`config.mk`:
```
export PLATFORM = sky130hd
export DESIGN_NAME = quad_decoder_counter
export DESIGN_NICKNAME = d
export VERILOG_FILES = /design/src/rtl/quad_pkg.sv /design/src/rtl/quad_input_filter.sv /design/src/rtl/quad_decoder_counter.sv
export SDC_FILE = /design/constraint.sdc
export NUM_CORES = 1
export LEC_CHECK = 0
export CORE_AREA = 5 5 85 87
export CTS_BUF_LIST = sky130_fd_sc_hd__clkbuf_8 sky130_fd_sc_hd__clkbuf_16
export CTS_CLUSTER_DIAMETER = 100
export DETAILED_ROUTE_END_ITERATION = 6
export DIE_AREA = 0 0 90 92
export GPL_ROUTABILITY_DRIVEN = 0
export HOLD_SLACK_MARGIN = 0.06
export PLACE_DENSITY_LB_ADDON = 0.05
export SYNTH_ARGS = -nofsm -noshare
export SYNTH_HDL_FRONTEND = slang
export SYNTH_SLANG_ARGS = --single-unit
```
`constraint.sdc`:
```
create_clock -name clk -period 5.4 [get_ports clk]
set_clock_uncertainty 0.05 [all_clocks]
set_input_delay 0.54 -clock clk [delete_from_list [all_inputs] [get_ports clk]]
set_output_delay 0.54 -clock clk [all_outputs]
set_load 0.005 [all_outputs]
```
`src/rtl/quad_pkg.sv`:
```
// Shared constants for the quadrature decoder: Gray phase states, direction
// encoding, FSM states and the forward-step helper.
package quad_pkg;

    localparam logic [1:0] ST_00 = 2'b00;
    localparam logic [1:0] ST_01 = 2'b01;
    localparam logic [1:0] ST_11 = 2'b11;
    localparam logic [1:0] ST_10 = 2'b10;

    localparam logic DIR_UP = 1'b0;
    localparam logic DIR_DN = 1'b1;

    typedef enum logic [0:0] {
        INIT  = 1'b0,
        TRACK = 1'b1
    } quad_fsm_e;

    // Successor of a {A,B} state along the up sequence 00->01->11->10->00.
    function automatic logic [1:0] gray_next_up(input logic [1:0] s);
        case (s)
            ST_00:   return ST_01;
            ST_01:   return ST_11;
            ST_11:   return ST_10;
            default: return ST_00;
        endcase
    endfunction

endpackage

```
`src/rtl/quad_input_filter.sv`:
```
// Two-flop synchronizer followed by a stable-count glitch filter for one phase.
// i_load bypasses the filter so the output can be seeded during start-up.
module quad_input_filter #(
    parameter int FILT_LEN = 3
) (
    input  logic clk,
    input  logic reset_in,
    input  logic i_in,
    input  logic i_load,
    output logic o_filt,
    output logic o_seed
);

    localparam int CW = (FILT_LEN > 1) ? $clog2(FILT_LEN) : 1;

    logic          r_sync1;
    logic          r_sync2;
    logic          r_filt;
    logic [CW-1:0] r_stable;

    always_ff @(posedge clk or negedge reset_in) begin
        if (!reset_in) begin
            r_sync1  <= 1'b0;
            r_sync2  <= 1'b0;
            r_filt   <= 1'b0;
            r_stable <= '0;
        end else begin
            r_sync1 <= i_in;
            r_sync2 <= r_sync1;
            if (i_load) begin
                // Take the value entering sync2 so filt equals sync2 afterwards.
                r_filt   <= r_sync1;
                r_stable <= '0;
            end else if (r_sync2 != r_filt) begin
                if (r_stable == CW'(FILT_LEN - 1)) begin
                    r_filt   <= r_sync2;
                    r_stable <= '0;
                end else begin
                    r_stable <= r_stable + CW'(1);
                end
            end else begin
                r_stable <= '0;
            end
        end
    end

    assign o_filt = r_filt;
    assign o_seed = r_sync1;

endmodule

```
`src/rtl/quad_decoder_counter.sv`:
```
// Quadrature decoder: filters both phases, decodes Gray steps into +1/-1 and
// keeps a wrapping position count with direction and sticky error flags.
module quad_decoder_counter
    import quad_pkg::*;
#(
    parameter int CNT_W    = 16,
    parameter int FILT_LEN = 3
) (
    input  logic             clk,
    input  logic             reset_in,
    input  logic             a_in,
    input  logic             b_in,
    input  logic             en,
    input  logic             clr,
    input  logic             err_clr,
    output logic [CNT_W-1:0] count_out,
    output logic             step_up,
    output logic             step_dn,
    output logic             dir_out,
    output logic             err_out
);

    quad_fsm_e        r_state;
    logic             r_init_cnt;
    logic [1:0]       r_prev;
    logic [CNT_W-1:0] r_count;
    logic             r_step_up;
    logic             r_step_dn;
    logic             r_dir;
    logic             r_err;

    logic       w_filt_a;
    logic       w_filt_b;
    logic       w_seed_a;
    logic       w_seed_b;
    logic       w_load;
    logic [1:0] w_cur;
    logic       w_up;
    logic       w_dn;
    logic       w_bad;

    assign w_load = (r_state == INIT);

    quad_input_filter #(.FILT_LEN(FILT_LEN)) u_filt_a (
        .clk      (clk),
        .reset_in (reset_in),
        .i_in     (a_in),
        .i_load   (w_load),
        .o_filt   (w_filt_a),
        .o_seed   (w_seed_a)
    );

    quad_input_filter #(.FILT_LEN(FILT_LEN)) u_filt_b (
        .clk      (clk),
        .reset_in (reset_in),
        .i_in     (b_in),
        .i_load   (w_load),
        .o_filt   (w_filt_b),
        .o_seed   (w_seed_b)
    );

    assign w_cur = {w_filt_a, w_filt_b};
    assign w_up  = (r_state == TRACK) && (w_cur == gray_next_up(r_prev));
    assign w_dn  = (r_state == TRACK) && (r_prev == gray_next_up(w_cur));
    assign w_bad = (r_state == TRACK) && ((r_prev ^ w_cur) == 2'b11);

    always_ff @(posedge clk or negedge reset_in) begin
        if (!reset_in) begin
            r_state    <= INIT;
            r_init_cnt <= 1'b0;
            r_prev     <= ST_00;
            r_count    <= '0;
            r_step_up  <= 1'b0;
            r_step_dn  <= 1'b0;
            r_dir      <= DIR_UP;
            r_err      <= 1'b0;
        end else begin
            if (r_state == INIT) begin
                r_prev     <= {w_seed_a, w_seed_b};
                r_init_cnt <= 1'b1;
                if (r_init_cnt) begin
                    r_state <= TRACK;
                end
            end else begin
                r_prev <= w_cur;
            end

            r_step_up <= en && w_up;
            r_step_dn <= en && w_dn;

            // Clear takes priority over the count but not over the pulses.
            if (clr) begin
                r_count <= '0;
            end else if (en && w_up) begin
                r_count <= r_count + CNT_W'(1);
            end else if (en && w_dn) begin
                r_count <= r_count - CNT_W'(1);
            end

            if (en && w_up) begin
                r_dir <= DIR_UP;
            end else if (en && w_dn) begin
                r_dir <= DIR_DN;
            end

            if (w_bad) begin
                r_err <= 1'b1;
            end else if (err_clr) begin
                r_err <= 1'b0;
            end
        end
    end

    assign count_out = r_count;
    assign step_up   = r_step_up;
    assign step_dn   = r_step_dn;
    assign dir_out   = r_dir;
    assign err_out   = r_err;

endmodule

```
# Yosys cells after proc, flatten, opt, wreduce, memory -nomap -nowiden
# Cells that the tools add are included.
# classes
addsub,4
n_eq_ne,15
muxes,24
n_bitwise,1
n_reduce_logical,12
# op_table
cell,n
$mux 16,3
$add 16x1->16 const B,1
$sub 16x1->16 const B,1
$mux 2,7
$mux 1,12
$pmux 2 s3,2
$eq 2x2->1 const B,5
$ne 2x1->1 const B,4
$logic_and 1x1->1,5
$add 2x1->2 const B,2
$eq 2x1->1 const B,2
$eq 2x2->1,2
$logic_not 2->1,2
$reduce_and 2->1,2
$reduce_bool 2->1,2
$reduce_bool 3->1,1
$ne 1x1->1,2
$xor 2x2->2,1
# totals
ff_bits,34
in_bits,7
out_inout_bits,20
wordCells,72

# Logic depth before layout (Yosys ltp)
# logic_depth
word_depth,8
mapped_depth,8
ltp_nobuf,8

# Cells and area by module
# Synthesis repeated with hierarchy kept, for this count alone.
# hier_totals
hier_cells,222
hier_area_um2,2098.3
# by_module_without_submodules
module,n_inst,cells_each,area_per_inst_um2
quad_decoder_counter,1,196,1730.4
quad_input_filter,2,13,183.9

# Worst setup path before layout
# No wires, ideal clock.
# synth_path
kind,register to register
start,"register u_filt_a.r_filt, in the netlist u_filt_a.o_filt"
end,"register r_count[14], in the netlist count_out[14]"
setup_time_ns,0.126
t_arrival_ns,3.317
path_slack_ns,1.907
path_stages_with_launch,9
period_less_slack_ns,3.493
path_cell_list,dfrtp_1 -> xnor2_1 -> nand4_1 -> ha_1 -> a21o_1 -> a2111oi_2 -> or4b_1 -> and3_1 -> o311a_1
# synth_via
elab_chain_cells,6
elab_cells_between_ends,13
# synth_lines
element,line_no,text
from (decl),quad_input_filter.sv:18,logic r_filt;
from (signal assigned),quad_input_filter.sv:32,r_filt <= r_sync1;
from (signal assigned),quad_input_filter.sv:36,r_filt <= r_sync2;
"$eq 2x2->1, or another cell as far along",quad_pkg.sv:20,case (s)
$pmux 2 s3,quad_pkg.sv:20,
$eq 2x2->1,quad_decoder_counter.sv:64,assign w_dn = (r_state == TRACK) && (r_prev == gray_next_up(w_cur));
$logic_and 1x1->1,quad_decoder_counter.sv:64,
$logic_and 1x1->1,quad_decoder_counter.sv:96,end else if (en && w_dn) begin
$reduce_bool 3->1 (no line),n/a,
to (signal assigned),quad_decoder_counter.sv:95,r_count <= r_count + CNT_W'(1);
to (signal assigned),quad_decoder_counter.sv:97,r_count <= r_count - CNT_W'(1);
to (decl),quad_decoder_counter.sv:26,logic [CNT_W-1:0] r_count;
# Several ways; a longest one is shown, not always the timed one.
# A chain may end at the register's enable or synchronous reset.

# Worst setup path after layout
# layout_path
start,"register u_filt_b.r_filt, in the netlist u_filt_b.o_filt"
end,"register r_count[12], in the netlist count_out[12]"
# layout_via
elab_chain_cells,6
elab_cells_between_ends,13
# layout_lines
element,line_no
from (decl),quad_input_filter.sv:18
from (signal assigned),quad_input_filter.sv:32
from (signal assigned),quad_input_filter.sv:36
"$eq 2x2->1, or another cell as far along",quad_pkg.sv:20
$pmux 2 s3,quad_pkg.sv:20
$eq 2x2->1,quad_decoder_counter.sv:64
$logic_and 1x1->1,quad_decoder_counter.sv:64
$logic_and 1x1->1,quad_decoder_counter.sv:96
$reduce_bool 3->1 (no line),n/a
# Several ways; a longest one is shown, not always the timed one.

==> summary.md <==
| Metric | Value |
|---|---|
| Fin Setup TNS | 0 ps |
| Post-synth ARST share | between 90% and 100% |
| CTS tree | done |
| Design area | approximately 2600 um^2 |
| # fillers | roughly 630 |
| Max-slew headroom | about 48% |
| Crit path cell chain | xor2_1 -> nand4_1 -> buf_4 -> ha_1 -> nand3_2 -> a211oi_1 -> nor4b_1 -> or4_1 -> a311oi_1 |
| CP max-delay cell | or4_1 |
| Total power | about 1800 uW |
| Layout net count | between 200 and 300 |
| Cell taking the most area after synthesis | dfrtp_1 |
| Drt drc | 0 |
| Fin crit period | approximately 3200 ps |
| Netlist area before placement | 2170 um^2 |
| Top Family by Delay on Critical Path | simple AND/OR/NAND/NOR gates |
| Rows | 29 |
| Max-Cap Viols | 0 |
| Hold Buf Count CTS | 0 |
| Synth Net Count | ~250 |
| Fin. max-slew vios | 0 |
| 1st-pass router iterations | 4 |
| First DRT Iteration DRCs | 84 |
| DP Area | 2519 um^2 |
| Post-synth top cells | dfrtp_1 (34), a21oi_1 (18), ha_1 (16) |
| Vias in the first global route | between 1.5k and 2k |
| First-pass GRT wire length | ~9600 um |
| Wire per inst | 16.11 um |
| Remaining Overflow, GRT | 0 |
| Slowest stage delay, CP | approximately 480 ps |
| Die footprint | approximately 8300 um^2 |
| Die Span X | roughly 90 um |
| CTS Buf Count | 5 |
| Post-Route Utilization | about two fifths |
| Clock-pin transition on the worst setup and hold timing paths | about 80 ps |
| Synth cell types | approximately 50 |
| Final period utilization | about three fifths |
| CTS Buffer Depth | 2 |
| Synth area leaders | dfrtp_1 (39%), ha_1 (9.2%), a21oi_1 (4.2%), nand2_1 (2.6%), nand3_1 (2.5%) |
| Crit path launch type | register |
| Max IR drop VDD | around 0.22 mV |
| Crit Path Category | register to register |
| Die height | around 92 um |
| Vias | roughly 1.8k |
| Post-CTS sizing | 0 |
| Outcome | finished clean |
| WP data arrival | roughly 3400 ps |
| Antenna Cells | 0 |
| Most common cell in the netlist | dfrtp_1 |
| HPWL Detailed | approximately 3800 um |
| Least-Margin Pin Slew | a little under 800 ps |
| Syn avg cell area | just under 10 um^2 |
| Root Buffer | clkbuf_8 |
| RSZ-0062 raised after global routing | no |
| Postcts setup bufs | 0 |
| EDFF count, synth | 0 |
| Share of cells above drive strength 1 | under 10% |
| GRT Total Usage | around 14% |
| WL final | ~5300 um |
| Register area share after synthesis | between 30% and 40% |
| Max Clk Rate | 310.7 MHz |
| IO Pins | 27 |
| Crit path required time | around 5500 ps |
| # setup viols final | 0 |
| Largest net degree at the start of global routing | 35 |
| Leakage power | approximately 0.0011 uW |
| Hold Fails Final Rpt | 0 |
| Seq cells post-synth | 34 |
| Buffers added on ports | 26 |
| Drt via density | 5.553 |
| Crit path max fanout | 21 |
| Worst Hold Class | primary input to asynchronous set/reset pin |
| Post-synth top area share | between 30% and 40% |
| Initial Util | 34.56% |
| Antenna-violating nets left | 0 |
| Critical path buffers and inverters | 1 |
| Core footprint | between 6000 and 7000 um^2 |
| Final Hold Slack | approximately 280 ps |
| Synth Instances | 224 |
| CP endpoint kind | register |
| Worst skew pair latency | roughly 290 ps |
| Pwr dens | just under 700 nW/um^2 |
| Top FF cell, synth | dfrtp_1 |
| Synth-to-layout area growth | 19.95% |
| Initial antenna violation count | 0 |
| H-tree depth | 2 |
| CTS Sinks | 34 |
| Yosys warning count | 0 |
cell families after synthesis:
kind of cell | after synthesis | synth area share (%)
simple gates | 86 | 22.61
compound gates | 60 | 19.20
flops | 34 | 39.22
fa+ha+maj | 17 | 10.15
xor+xnor | 12 | 4.844
buf+inv | 11 | 2.018
mux | 4 | 1.961
cell type report:
cell class,count,area (um^2),area share (%)
flip-flops and latches,34,850.8,32.69
multi-input cells,179,1275,48.99
well taps,77,96.34,3.702
clock inverters,2,15.01,0.5769
repair buffers,29,277.8,10.67
inverters,5,18.77,0.7212
clock buffers,5,68.82,2.644
through the flow:
stage               setup WS, ps  cells
floorplan                   1907    224
detailed placement          1965    324
finish                      2181    331
global route                1942    331
global placement            1983    324
CTS                         2188    331
metal layers:
layer	global-route usage [%]	wire, um	vias up
met3	3.437	233	6
met2	24.02	2610	48
met4	3.846	57	0
met5	0	0	-
met1	17.40	2430	873
li1	-	-	911
power breakdown:
part | internal, uW | switching [uW] | total [uW]
sequential | 330 | 64.9 | 395
clock | 88.0 | 98.5 | 186
combinational | 538 | 681 | 1220
total | 955 | 845 | 1800
cells in the final DEF (no fill, tap or decap), types with 3 or more instances in the layout:
master,n
nor4bb_1,3
nor2_1,13
a21o_1,7
a211oi_1,5
nand3_1,11
and2_1,3
buf_4,3
nand2b_1,3
inv_1,4
clkbuf_8,5
clkdlybuf4s50_1,25
nand4_1,7
or4_1,5
nand2_1,15
nor2b_1,4
nor4b_1,3
xor2_1,6
o31ai_1,4
and3_1,4
or3_1,3
nor3_1,4
ha_1,16
a21oi_1,18
xnor2_1,6
o21ai_0,8
dfrtp_1,34
state kept, by name, summed over array words and instances (netlist names):
signal / flops
step_dn: 1
u_filt_b.r_sync2: 1
r_init_cnt: 1
u_filt_b.r_stable: 2
count_out: 16
u_filt_b.o_filt: 1
r_prev: 2
u_filt_b.o_seed: 1
u_filt_a.r_stable: 2
err_out: 1
step_up: 1
r_state: 1
dir_out: 1
u_filt_a.o_filt: 1
u_filt_a.o_seed: 1
u_filt_a.r_sync2: 1
worst reg2reg max path, cell delays in order (launching register included):
cell and delay, ps:
dfrtp_1 450, xor2_1 310, nand4_1 130, buf_4 250
ha_1 450, nand3_2 140, a211oi_1 460, nor4b_1 140
or4_1 480, a311oi_1 270
path summary, 6_finish.rpt:
path	startpoint	to	slack, ps	cells past startpoint
min	reset_in	count_out[11]	280	1
min in group clk	u_filt_b.o_seed	u_filt_b.r_sync2	360	0
min reg2reg	u_filt_b.o_seed	u_filt_b.r_sync2	360	0
max in group asynchronous	reset_in	u_filt_b.o_seed	4520	1
max reg2reg	u_filt_b.o_filt	count_out[12]	2180	9
max	u_filt_b.o_filt	count_out[12]	2180	9
Note: power is estimated with default switching activity, not from simulation.
